$ cat src/rtl/parity_stream_classifier.sv
// Even/odd tagging stage behind a 2-entry skid buffer with registered in_ready and saturating class counters.
// Define PARITY_DISPLAY_EN to print each accepted number's class during simulation.
module parity_stream_classifier #(
  parameter int DATA_W = 32,
  parameter int CNT_W  = 16
) (
  input  logic              clk,
  input  logic              rst_n,
  input  logic              clear,
  input  logic              in_valid,
  output logic              in_ready,
  input  logic [DATA_W-1:0] in_data,
  output logic              out_valid,
  input  logic              out_ready,
  output logic [DATA_W-1:0] out_data,
  output logic              out_is_even,
  output logic [CNT_W-1:0]  even_cnt,
  output logic [CNT_W-1:0]  odd_cnt
);

  typedef enum logic [1:0] {EMPTY = 2'd0, ONE = 2'd1, FULL = 2'd2} state_t;

  state_t            state, state_nxt;
  logic              accept, emit;
  logic              load_head_in, load_head_tail, load_tail;
  logic [DATA_W-1:0] tail_data;
  logic              tail_is_even;
  logic              in_is_even;

  function automatic logic [CNT_W-1:0] sat_inc(input logic [CNT_W-1:0] c);
    return (&c) ? c : c + CNT_W'(1);
  endfunction

  // Clear zeroes first, so a same-cycle accept still lands as a count of 1.
  function automatic logic [CNT_W-1:0] cnt_next(input logic [CNT_W-1:0] c,
                                               input logic clr, input logic hit);
    logic [CNT_W-1:0] base;
    base = clr ? '0 : c;
    return hit ? sat_inc(base) : base;
  endfunction

  assign accept     = in_valid & in_ready;
  assign emit       = out_valid & out_ready;
  assign out_valid  = (state != EMPTY);
  assign in_is_even = ~in_data[0];

  always_comb begin
    state_nxt      = state;
    load_head_in   = 1'b0;
    load_head_tail = 1'b0;
    load_tail      = 1'b0;
    case (state)
      EMPTY: begin
        if (accept) begin
          state_nxt    = ONE;
          load_head_in = 1'b1;
        end
      end
      ONE: begin
        if (accept && !emit) begin
          state_nxt = FULL;
          load_tail = 1'b1;
        end else if (!accept && emit) begin
          state_nxt = EMPTY;
        end else if (accept && emit) begin
          load_head_in = 1'b1;
        end
      end
      FULL: begin
        if (emit) begin
          state_nxt      = ONE;
          load_head_tail = 1'b1;
        end
      end
      default: state_nxt = EMPTY;
    endcase
  end

  // Control: state, registered ready and counters
  always_ff @(posedge clk or negedge rst_n) begin
    if (!rst_n) begin
      state    <= EMPTY;
      in_ready <= 1'b0;
      even_cnt <= '0;
      odd_cnt  <= '0;
    end else begin
      state    <= state_nxt;
      in_ready <= (state_nxt != FULL);
      even_cnt <= cnt_next(even_cnt, clear, accept & in_is_even);
      odd_cnt  <= cnt_next(odd_cnt, clear, accept & ~in_is_even);
`ifdef PARITY_DISPLAY_EN
      if (accept) begin
        if (in_is_even) $display("The number is a even number", in_data);
        else            $display("The number is a odd number", in_data);
      end
`endif
    end
  end

  // Data: head drives the outputs, tail catches the skid entry
  always_ff @(posedge clk or negedge rst_n) begin
    if (!rst_n) begin
      out_data     <= '0;
      out_is_even  <= 1'b0;
      tail_data    <= '0;
      tail_is_even <= 1'b0;
    end else begin
      if (load_head_in) begin
        out_data    <= in_data;
        out_is_even <= in_is_even;
      end else if (load_head_tail) begin
        out_data    <= tail_data;
        out_is_even <= tail_is_even;
      end
      if (load_tail) begin
        tail_data    <= in_data;
        tail_is_even <= in_is_even;
      end
    end
  end

endmodule

$ cat config.mk
export PLATFORM = sky130hd
export DESIGN_NAME = parity_stream_classifier
export DESIGN_NICKNAME = d
export VERILOG_FILES = /design/src/rtl/parity_stream_classifier.sv
export SDC_FILE = /design/constraint.sdc
export NUM_CORES = 1
export LEC_CHECK = 0
export CORE_MARGIN = 2
export CORE_UTILIZATION = 45
export DETAILED_ROUTE_END_ITERATION = 8
export GPL_TIMING_DRIVEN = 0
export PLACE_DENSITY = 0.73
export SKIP_CTS_REPAIR_TIMING = 1
export SKIP_LAST_GASP = 1
export SLEW_MARGIN = 20
export SYNTH_ARGS = -nofsm -noshare
export SYNTH_HDL_FRONTEND = slang
export SYNTH_SLANG_ARGS = --single-unit
$ cat constraint.sdc
create_clock -name clk -period 4.3 [get_ports clk]
set_input_delay 0.86 -clock clk [delete_from_list [all_inputs] [get_ports clk]]
set_output_delay 0.86 -clock clk [all_outputs]
set_load 0.05 [all_outputs]
; Word level (Yosys, flattened, before mapping)
; Index checks and enable logic that the tools add are counted.
[word_totals]
wordCells = 52
output_inout_bits = 67
ff_bits = 101
in_bits = 37
[classes]
n_bitwise = 5
addsub = 2
n_reduce_logical = 10
n_mux = 24
eq_ne = 3
[ops]
columns = operator, count
row1 = $mux W16, 6
row2 = $mux W32, 2
row3 = $add A16 B1 Y16 const B, 2
row4 = $reduce_and A16 Y1, 2
row5 = $mux W1, 10
row6 = $mux W2, 4
row7 = $pmux W2 S3, 1
row8 = $and A1 B1 Y1, 4
row9 = $reduce_bool A2 Y1, 2
row10 = $logic_and A1 B1 Y1, 3
row11 = $eq A2 B1 Y1 const B, 1
row12 = $eq A2 B2 Y1 const B, 1
row13 = $logic_not A1 Y1, 2
row14 = $logic_not A2 Y1, 1
row15 = $ne A2 B2 Y1 const B, 1
row16 = $pmux W1 S2, 1
row17 = $not A1 Y1, 1

; Logic depth before layout (Yosys ltp)
; Gate-level depths: netlist (run 1).
[logic_depth]
depth_word = 8
mapped_depth = 9
depth_no_buf = 6

; Worst setup path before layout (run 1)
; Ideal clock, no wire load.
[synth_timing]
path_type = input -> register
from = input clear
to = register odd_cnt[12]
t_arrival_ns = 2.948
path_slack_ns = 1.274
required_ns = 4.222
path_buffers = 3
setup_time_ns = 0.078
stages = 9
path_cell_list = clkbuf_1 -> clkbuf_1 -> nor2b_1 -> ha_1 -> nand4b_1 -> or4_1 -> buf_2 -> or4_1 -> a21oi_1
[synth_between]
elab_chain_cells = 4
elab_cells_between_ends = 5
cone_classes = 1 x add/sub / 3 x mux / 1 x reduce/logical
[synth_lines]
columns = element, line_no
row1 = start: declaration, 9  ; input logic clear,
row2 = $mux W16 (*), 38  ; base = clr ? '0 : c;
row3 = $add A16 B1 Y16 or $reduce_and A16 Y1 (tied branches), 31  ; return (&c) ? c : c + CNT_W'(1);
row4 = $mux W16, 31
row5 = $mux W16 (*), 39  ; return hit ? sat_inc(base) : base;
row6 = end signal: assignment, 90  ; odd_cnt <= cnt_next(odd_cnt, clear, accept & ~in_is_even);
row7 = end: declaration, 18  ; output logic [CNT_W-1:0] odd_cnt
; Mark *: on every way between the ends. The rest lies on a longest branch, timed or not.
; A chain may end at the register's enable or synchronous reset.

; Final worst setup path (run 1)
[layout_timing]
from = input clear
to = register odd_cnt[5]
; Same word-level chain as after synthesis.

==> metrics, run 1 <==
run status=finished clean; Max Fclk=264.4 MHz; Cell Pwr Density=between 500 and 600 nW/um^2; RR Endpoint=odd_cnt[5]; Leakage=~2.6 nW; Core Region=~10000 sq um; post-synthesis cell count=395; routed len/inst=between 15 and 20 microns; Buf/Inv on CP=3; internal reg-to-reg setup slack=about 1800 ps; full die area=approximately 11000 sq um; post-layout minimum cycle time=around 3800 ps; final hold violations=0; initial antenna violation count=0; DRC=0; vias in the first global route=about 3700; FF/Latch Area=2527 sq um; final worst slack=~520 ps; clk_lat worst skew=about 370 ps; GPL Wtd Cong=between 0.9 and 1; Most used DFF post-synth=dfrtp_1; peak fanout along the critical path=10; Mapped Nets=between 400 and 500; Crit. End Element=flip-flop; routed vias=roughly 3600; ant diodes=0; max_slew headroom=0.4097; EDFF count, synth=0; Final Core Density=0.5951; Initial Util=0.4569; clock tree sinks=about 100; layout cells sized above 1=0.1340; CP max stage delay=720 ps; clk buf depth=2; Worst EP arrival=4040 ps; post-route ant nets=0; reg2reg start=odd_cnt[0]; TritonCTS Buffers=9; RSZ-0062 raised after global routing=false; Die Span X=between 100 and 150 microns; clk slew on worst S/H paths=approximately 100 ps; I/O Pins=between 100 and 150; most used cell, CP=clkbuf_1; via density per instance=between 5 and 6; Yosys Warn Count=0; most frequent cells in the layout=102 x clkdlybuf4s50_1, 101 x dfrtp_1, 43 x mux2_2; peak supply drop=~0.37 mV; critical path class=in2reg; worst hold-check path type=in2async; First-pass DRT Iterations=4; CTS Root Cell=clkbuf_8; Worst path top cell family by delay=simple AND/OR/NAND/NOR gates; CP startpoint kind=input port; Netlist cell types=45; Detailed Route WL=10640 microns; Post-Synthesis Cell Area=~4700 sq um; register bit total from synthesis=slightly above 100; Post-DP HPWL=roughly 7700 microns; final setup fails=0; largest net degree at the start of global routing=slightly above 70; most common cell after layout, fill and taps aside=clkdlybuf4s50_1; Max Cap Viol=0; Avg Cell Area, Syn=11.78 sq um; clk_skew=approximately 10 ps; crit-path cells=clkdlybuf4s50_1 -> clkbuf_1 -> clkbuf_1 -> nor2b_1 -> ha_1 -> nand4b_1 -> nor3_1 -> a2111oi_0 -> mux2_2; Reg2Reg Depth=6; CP required=approximately 4600 ps; # H-tree levels=3; total grt overflow=0; Crit-path slowest cell=nor3_1; Multi-input gate area=just over 2000 sq um; CTS tree=yes; Synth-to-Final Area Change=30.25%; DRT iter0 DRCs=roughly 160; nets=549; pre-CTS WS=217.0 ps; Seq/Total Area, Yosys=0.5432; period utilization=0.8794; num rows=37; total track usage=0.2001; fillers=around 860; Slew @ Worst Pin=between 800 and 900 ps; first-pass GRT wire length=roughly 18000 microns; Die Ht=~110 microns; max-slew violation count=0; number of port buffers=around 100; finished layout cell area=slightly above 6000 sq um; dpl cell area=5883 sq um; Async SR Flop Fraction=1.000
## flip-flops by register name, indices dropped and copies added (netlist names)
signal / count
even_cnt: 16
in_ready: 1
odd_cnt: 16
out_data: 32
out_is_even: 1
state: 2
tail_data: 32
tail_is_even: 1
## layer usage
metal  track usage  vias up  part of all wire  wire, microns
li1              -     1711                 -              -
met1        0.2530     1803              0.44           4653
met2        0.3281      115              0.48           5057
met3       0.05504       18             0.069            734
met4       0.07613        0             0.018            193
met5             0        -                 0              0
## kinds of logic (layout without fill, tap and decap cells)
kind of cell | after synthesis | after routing | synth area share
and+or+nand+nor | 103 | 103 | 0.1291
DFF | 101 | 101 | 0.5432
buffers and inverters | 29 | 149 | 0.02393
muxes | 50 | 50 | 0.1191
adders and majority gates | 2 | 2 | 0.005377
AOI/OAI and AO/OA | 105 | 105 | 0.1699
xor gates and xnor gates | 5 | 5 | 0.009413
## cell usage after synthesis, types with 3 or more instances
cell | number | share of area
nand2b_1 | 5 | 0.0067
mux2_2 | 43 | 0.10
nand3_1 | 9 | 0.0097
o31ai_1 | 6 | 0.0097
and3b_1 | 3 | 0.0056
nor2_1 | 15 | 0.012
xnor2_1 | 3 | 0.0056
clkbuf_1 | 16 | 0.013
a22o_1 | 31 | 0.058
nand4_1 | 5 | 0.0067
o21ai_0 | 5 | 0.0054
a211oi_1 | 5 | 0.0081
dfrtp_1 | 101 | 0.54
a21oi_1 | 14 | 0.015
a21o_1 | 31 | 0.050
inv_1 | 8 | 0.0065
nor2b_1 | 13 | 0.017
buf_1 | 3 | 0.0024
or2_2 | 5 | 0.0067
nand4b_1 | 3 | 0.0056
nor4_1 | 6 | 0.0081
or4_1 | 9 | 0.015
nor3_1 | 3 | 0.0032
o41ai_1 | 3 | 0.0056
mux2i_1 | 7 | 0.015
nand2_1 | 15 | 0.012
## cell type report
class | instances | area share
buffer | 21 | 0.01342
clock buffer | 10 | 0.02106
clock inverter | 6 | 0.008258
inverter | 8 | 0.004955
multi-input combinational | 265 | 0.3324
sequential | 101 | 0.4170
tap | 136 | 0.02808
timing repair buffer | 104 | 0.1749
## how the worst max path moves through the flow
stage                     to   from  depth (start not counted)
2_1_floorplan    odd_cnt[12]  clear                          9
3_3_place_gp   tail_data[18]  rst_n                          1
3_5_place_dp      odd_cnt[5]  clear                          9
4_1_cts           odd_cnt[5]  clear                          9
5_1_grt          odd_cnt[11]  clear                          9
6_report          odd_cnt[5]  clear                          9
## worst reg2reg max path, cell delays in order (launching register included)
cell,delay (ps)
dfrtp_1,400
nor2b_1,260
ha_1,250
nand4b_1,180
nor3_1,720
a2111oi_0,280
mux2_2,330
## per-stage QoR
stage	total power, W	instances	setup TNS, ps	hold WS (ps)
after floorplan	0.002495	395	0	467.9
after global placement	0.002996	634	-148680	459.2
after detailed placement	0.003043	635	0	464.2
after CTS	0.003606	651	0	366.5
after global routing	0.003754	651	0	370.7
final	0.003563	651	0	363.5
## where the power goes
| group | total, W | internal (W) | switching [W] |
|---|---|---|---|
| Sequential | 0.00146 | 0.00127 | 0.000184 |
| Combinational | 0.00155 | 0.000625 | 0.000926 |
| Clock | 0.000556 | 0.000215 | 0.000341 |
Note: power is estimated with default switching activity, not from simulation.
==> run 2, diff against run 1 <==
--- a/config.mk
+++ b/config.mk
@@ -5,6 +5,7 @@
 export SDC_FILE = /design/constraint.sdc
 export NUM_CORES = 1
 export LEC_CHECK = 0
+export CAP_MARGIN = 20
 export CORE_MARGIN = 2
 export CORE_UTILIZATION = 45
 export DETAILED_ROUTE_END_ITERATION = 8
==> results of run 2 <==
The final DEF is identical to that of run 1; final timing and power are the same.
==> run 3, diff against run 2 <==
--- a/config.mk
+++ b/config.mk
@@ -11,6 +11,7 @@
 export DETAILED_ROUTE_END_ITERATION = 8
 export GPL_TIMING_DRIVEN = 0
 export PLACE_DENSITY = 0.73
+export REMOVE_ABC_BUFFERS = 1
 export SKIP_CTS_REPAIR_TIMING = 1
 export SKIP_LAST_GASP = 1
 export SLEW_MARGIN = 20
==> run 3 against run 2 <==
Against the previous run: fmax increased by 30%; critical path depth fell by 2; die area unchanged; global-route usage down 0.49 points; clock skew decreased by 3.2 ps; first-iteration DRC count decreased by 32%; clock-buffer cell count stayed put; setup slack better by 870 ps; sequential power about the same; clock power is 31% higher; critical endpoint is now odd_cnt[14]; largest cell class unchanged.
==> metrics, run 3 (synthesis results as in run 1) <==
final setup fails=0 (unchanged); reg2reg start=odd_cnt[0]; first-pass GRT wire length=17550 microns (-2.2%); clk slew on worst S/H paths=90 ps (about the same); # H-tree levels=3 (unchanged); peak supply drop=0.4434 mV (+19%); RSZ-0062 raised after global routing=false; DRC=0 (unchanged); max-slew violation count=0 (unchanged); clk_lat worst skew=360 ps (about the same); CP startpoint=clear; First-pass DRT Iterations=7 (+3); Detailed Route WL=10380 microns (-2.5%); Max Cap Viol=0 (unchanged); run status=finished clean; Worst EP arrival=3190 ps (-850 ps); Cell Pwr Density=614.4 nW/um^2 (+4.5%); post-route ant nets=0 (unchanged); Slew @ Worst Pin=912.2 ps (+33.57 ps); Die Span X=105.7 microns (unchanged); full die area=11170 sq um (unchanged); Die Ht=105.7 microns (unchanged); CTS tree=yes; RR Endpoint=odd_cnt[14]; worst hold-check path type=in2async; total track usage=0.1952 (-0.004933); period utilization=0.6762 (-0.2032); CTS Root Cell=clkbuf_8; total grt overflow=0 (unchanged); CP Capture Point=odd_cnt[14]; CP required=4580 ps (+20 ps); Reg2Reg Depth=6 (unchanged); peak fanout along the critical path=41 (+31); GPL Wtd Cong=0.8061 (-11%); routed vias=3570 (-2.1%); most frequent cells in the layout=101 x dfrtp_1, 101 x clkdlybuf4s50_1, 43 x mux2_2; Post-DP HPWL=7164 microns (-7.0%); Final Core Density=0.6032 (+0.008108); layout cells sized above 1=0.1583 (+0.02434); CP startpoint kind=input port; clock tree sinks=101 (unchanged); clk_skew=7.050 ps (-3.241 ps); Multi-input gate area=2036 sq um (+1.1%); largest net degree at the start of global routing=54 (-24%); FF/Latch Area=2527 sq um (unchanged); clk buf depth=2 (unchanged); final hold violations=0 (unchanged); routed len/inst=16.34 microns (about the same); critical path class=in2reg; initial antenna violation count=0 (unchanged); TritonCTS Buffers=9 (unchanged); Pwr Total=0.003775 W (+5.9%); Fin Setup TNS=0 ps (unchanged); Max Fclk=343.9 MHz (+30%); I/O Pins=104 (unchanged); Synth-to-Final Area Change=32.02%; nets=533 (-2.9%); DRT iter0 DRCs=106 (-32%); fillers=839 (-2.0%); Largest regs=out_data x32, tail_data x32; number of port buffers=103 (unchanged); post-layout minimum cycle time=2908 ps (-873.8 ps); vias in the first global route=3759 (+1.8%); Initial Util=0.4569 (unchanged); Leakage=2.664 nW (+1.9%); Crit. End Element=flip-flop; ant diodes=0 (unchanged); internal reg-to-reg setup slack=1850 ps (+70 ps); max_slew headroom=0.3868 (-0.02294); num rows=37 (unchanged); via density per instance=5.622 (+0.36%); Core Region=10180 sq um (unchanged)
## run 3: cell count changes in the layout (fill, tap and decap cells not counted), moves of 2 or more
cell,before,now
buf_1,3,0
buf_6,1,3
bufinv_16,0,3
clkbuf_1,17,0
clkinv_4,4,0
## run 3: report_power, final
group,leakage [nW],internal [W],switching [W]
clock network,0.119,0.000401,0.000327
registers,1.28,0.00127,0.000182
logic,1.27,0.000654,0.000938
## run 3: worst max-delay path, stage by stage
cell,delay [ps]
buf_2,310
nor2b_1,270
ha_1,240
nand4b_1,190
or4_1,590
or4_1,550
a21oi_1,160
## run 3: worst min path at each step
| stage | endpoint | depth (start not counted) |
|---|---|---|
| final | even_cnt[9] | 1 |
| after global routing | even_cnt[9] | 1 |
| after CTS | odd_cnt[11] | 1 |
| after detailed placement | out_data[10] | 1 |
| after global placement | out_data[17] | 1 |
| after floorplan | state[0] | 1 |
## run 3: stage by stage
stage               instances  setup slack (ps)  hold WS, ps  instance area (sq um)
floorplan                 374             158.2        467.9                   4572
global placement          613             -3200        459.0                   5773
detailed placement        619              1034        464.4                   5896
CTS                       635              1432        426.0                   6143
global route              635              1212        446.1                   6143
finish                    635              1392        425.2                   6143
## run 3: area by class of cell
cell class / count / area share
inverters: 8 / 0.004888
well taps: 136 / 0.02770
multi-input cells: 265 / 0.3314
flip-flops and latches: 101 / 0.4114
clock inverters: 6 / 0.01792
repair buffers: 109 / 0.1843
clock buffers: 10 / 0.02240
## run 3: routing by layer
layer,global-route usage,part of all wire
met1,0.2350,0.44
met2,0.3240,0.47
met3,0.06122,0.075
met4,0.08177,0.014
met5,0,0
==> RTL change: new RTL, settings of run 1 <==
Re-encode `state_t` (3 states) as one-hot, 3 bits wide.
--- a/src/rtl/parity_stream_classifier.sv
+++ b/src/rtl/parity_stream_classifier.sv
@@ -19,5 +19,5 @@
 );
 
-  typedef enum logic [1:0] {EMPTY = 2'd0, ONE = 2'd1, FULL = 2'd2} state_t;
+  typedef enum logic [2:0] {EMPTY = 3'b001, ONE = 3'b010, FULL = 3'b100} state_t;
 
   state_t            state, state_nxt;
Function: no difference found for any inputs over 10 cycles, from zero or initial values and one cycle with rst_n low; not proved beyond that.
==> RTL change against run 1 <==
  * Worst setup slack gained 0.11 ns
  * Cell area grew 3.2%
  * Core utilization grew 0.78 points
  * Register-to-register slack gained 0.23 ns
  * Global-route usage shrank 0.48 points
  * Sequential cell count grew 1
  * Synthesized cell count grew 9.4%
  * Sequential share of layout area shrank 0.86 points
  * Wire length grew 1.2%
  * Synthesized area grew 3.8%
  * Total power grew 0.31%
  * Count of clock-buffer cells in the layout is the same
==> RTL change: results <==
timing:
  worst_clock_skew_ns: 0.0146
  fin_crit_ns: 3.68
  tightest_slew_ns: 0.656
  timing.hold.ws_ns: 0.357
yosys:
  synth-seq-cells: 102
  synth_fp_nets: 471
  ys_types: 44
  ys_top_cells_by_area: "dfrtp_1 52%, mux2_2 9.6%, mux2i_1 6.6%"
  synth_seq_area_share_pct: 52.8
  synthTopCellsByCount: "101 x dfrtp_1, 49 x nand2_1, 41 x mux2_2, 36 x o21ai_0, 32 x mux2i_1"
global_route:
  grt_max_degree: 77
  grt_pass1_wl_um: 18000
  gr-usage-met1_pct: 25.2
  gr-usage-met2_pct: 32.4
  gr-usage-met3_pct: 6.23
  grt_pass1_vias: 3668
  grt.total_usage_pct: 19.5
final_layout:
  synthToLayoutAreaGrowth_pct: 29.4
  seq_share_pct: 40.8
  clock_area_share_pct: 3.04
  multi_input_area_share_pct: 34.9
  bufAreaShareNonClock_pct: 18.3
  drive_gt1_share_pct: 14.5
  n_all_buffers: 124
  fin_cells: 688
  nets: 586
  fillers: 907
  multi_input_comb_cells: 307
worst_setup_path:
  critPathMaxStageDelay_ns: 0.63
  r2r-start: "state[0]"
  cp-endpoint: "even_cnt[7]"
  r2r_slack_ns: 2.01
  worstReg2RegEnd: "out_data[0]"
  cp.arrival_ns: 3.91
  crit_slowest_cell: "clkdlybuf4s50_1"
status:
  outcome: "completed"
placed_design:
  gp_congestion: 0.838
  hpwl_um: 7720
  place_inst: 672
  placed_area_mm2: 0.00606
  pre_cts_ws_ns: 0.251
clocking:
  worst_skew_pair.late_latency_ns: 0.35
detailed_routing:
  drt_iter0_drc: 107
  wl_um: 10800
  vias_per_cell: 5.35
  wl_met2_um: 5190
power_and_ir_drop:
  ir_drop_v: 0.000491
  leakagePower_uw: 0.00257
-- RTL change: cell count changes after synthesis, sizes merged, moves of 7 or more --
| cell | change |
|---|---|
| a21o | -31 |
| a22o | -31 |
| mux2i | +25 |
| nand2 | +34 |
| nor2 | +7 |
| nor2b | +7 |
| o21ai | +31 |
| or4 | -8 |
| xnor2 | +15 |
-- RTL change: power by group through the flow --
stage	clock network [µW]	registers (µW)	logic (µW)
after floorplan	0	1970	495
after global placement	0	1450	1520
after detailed placement	0	1470	1550
after CTS	600	1450	1560
after global routing	644	1500	1650
final	579	1450	1540
-- RTL change: cells by family after synthesis --
family,after synthesis,synth area share [%]
flops,102,52.8
xor+xnor,22,3.99
compound gates,60,7.56
mux,73,16.2
simple gates,150,17.0
fa+ha+maj,2,0.518
buf+inv,23,1.94
-- RTL change: worst reg2reg max path, stage by stage, from the launching register on --
cell and delay, ns:
dfstp_2 0.53, clkbuf_1 0.25, nor2b_1 0.28, a21oi_1 0.10
nor3_4 0.37, mux2_2 0.39, mux2_2 0.26
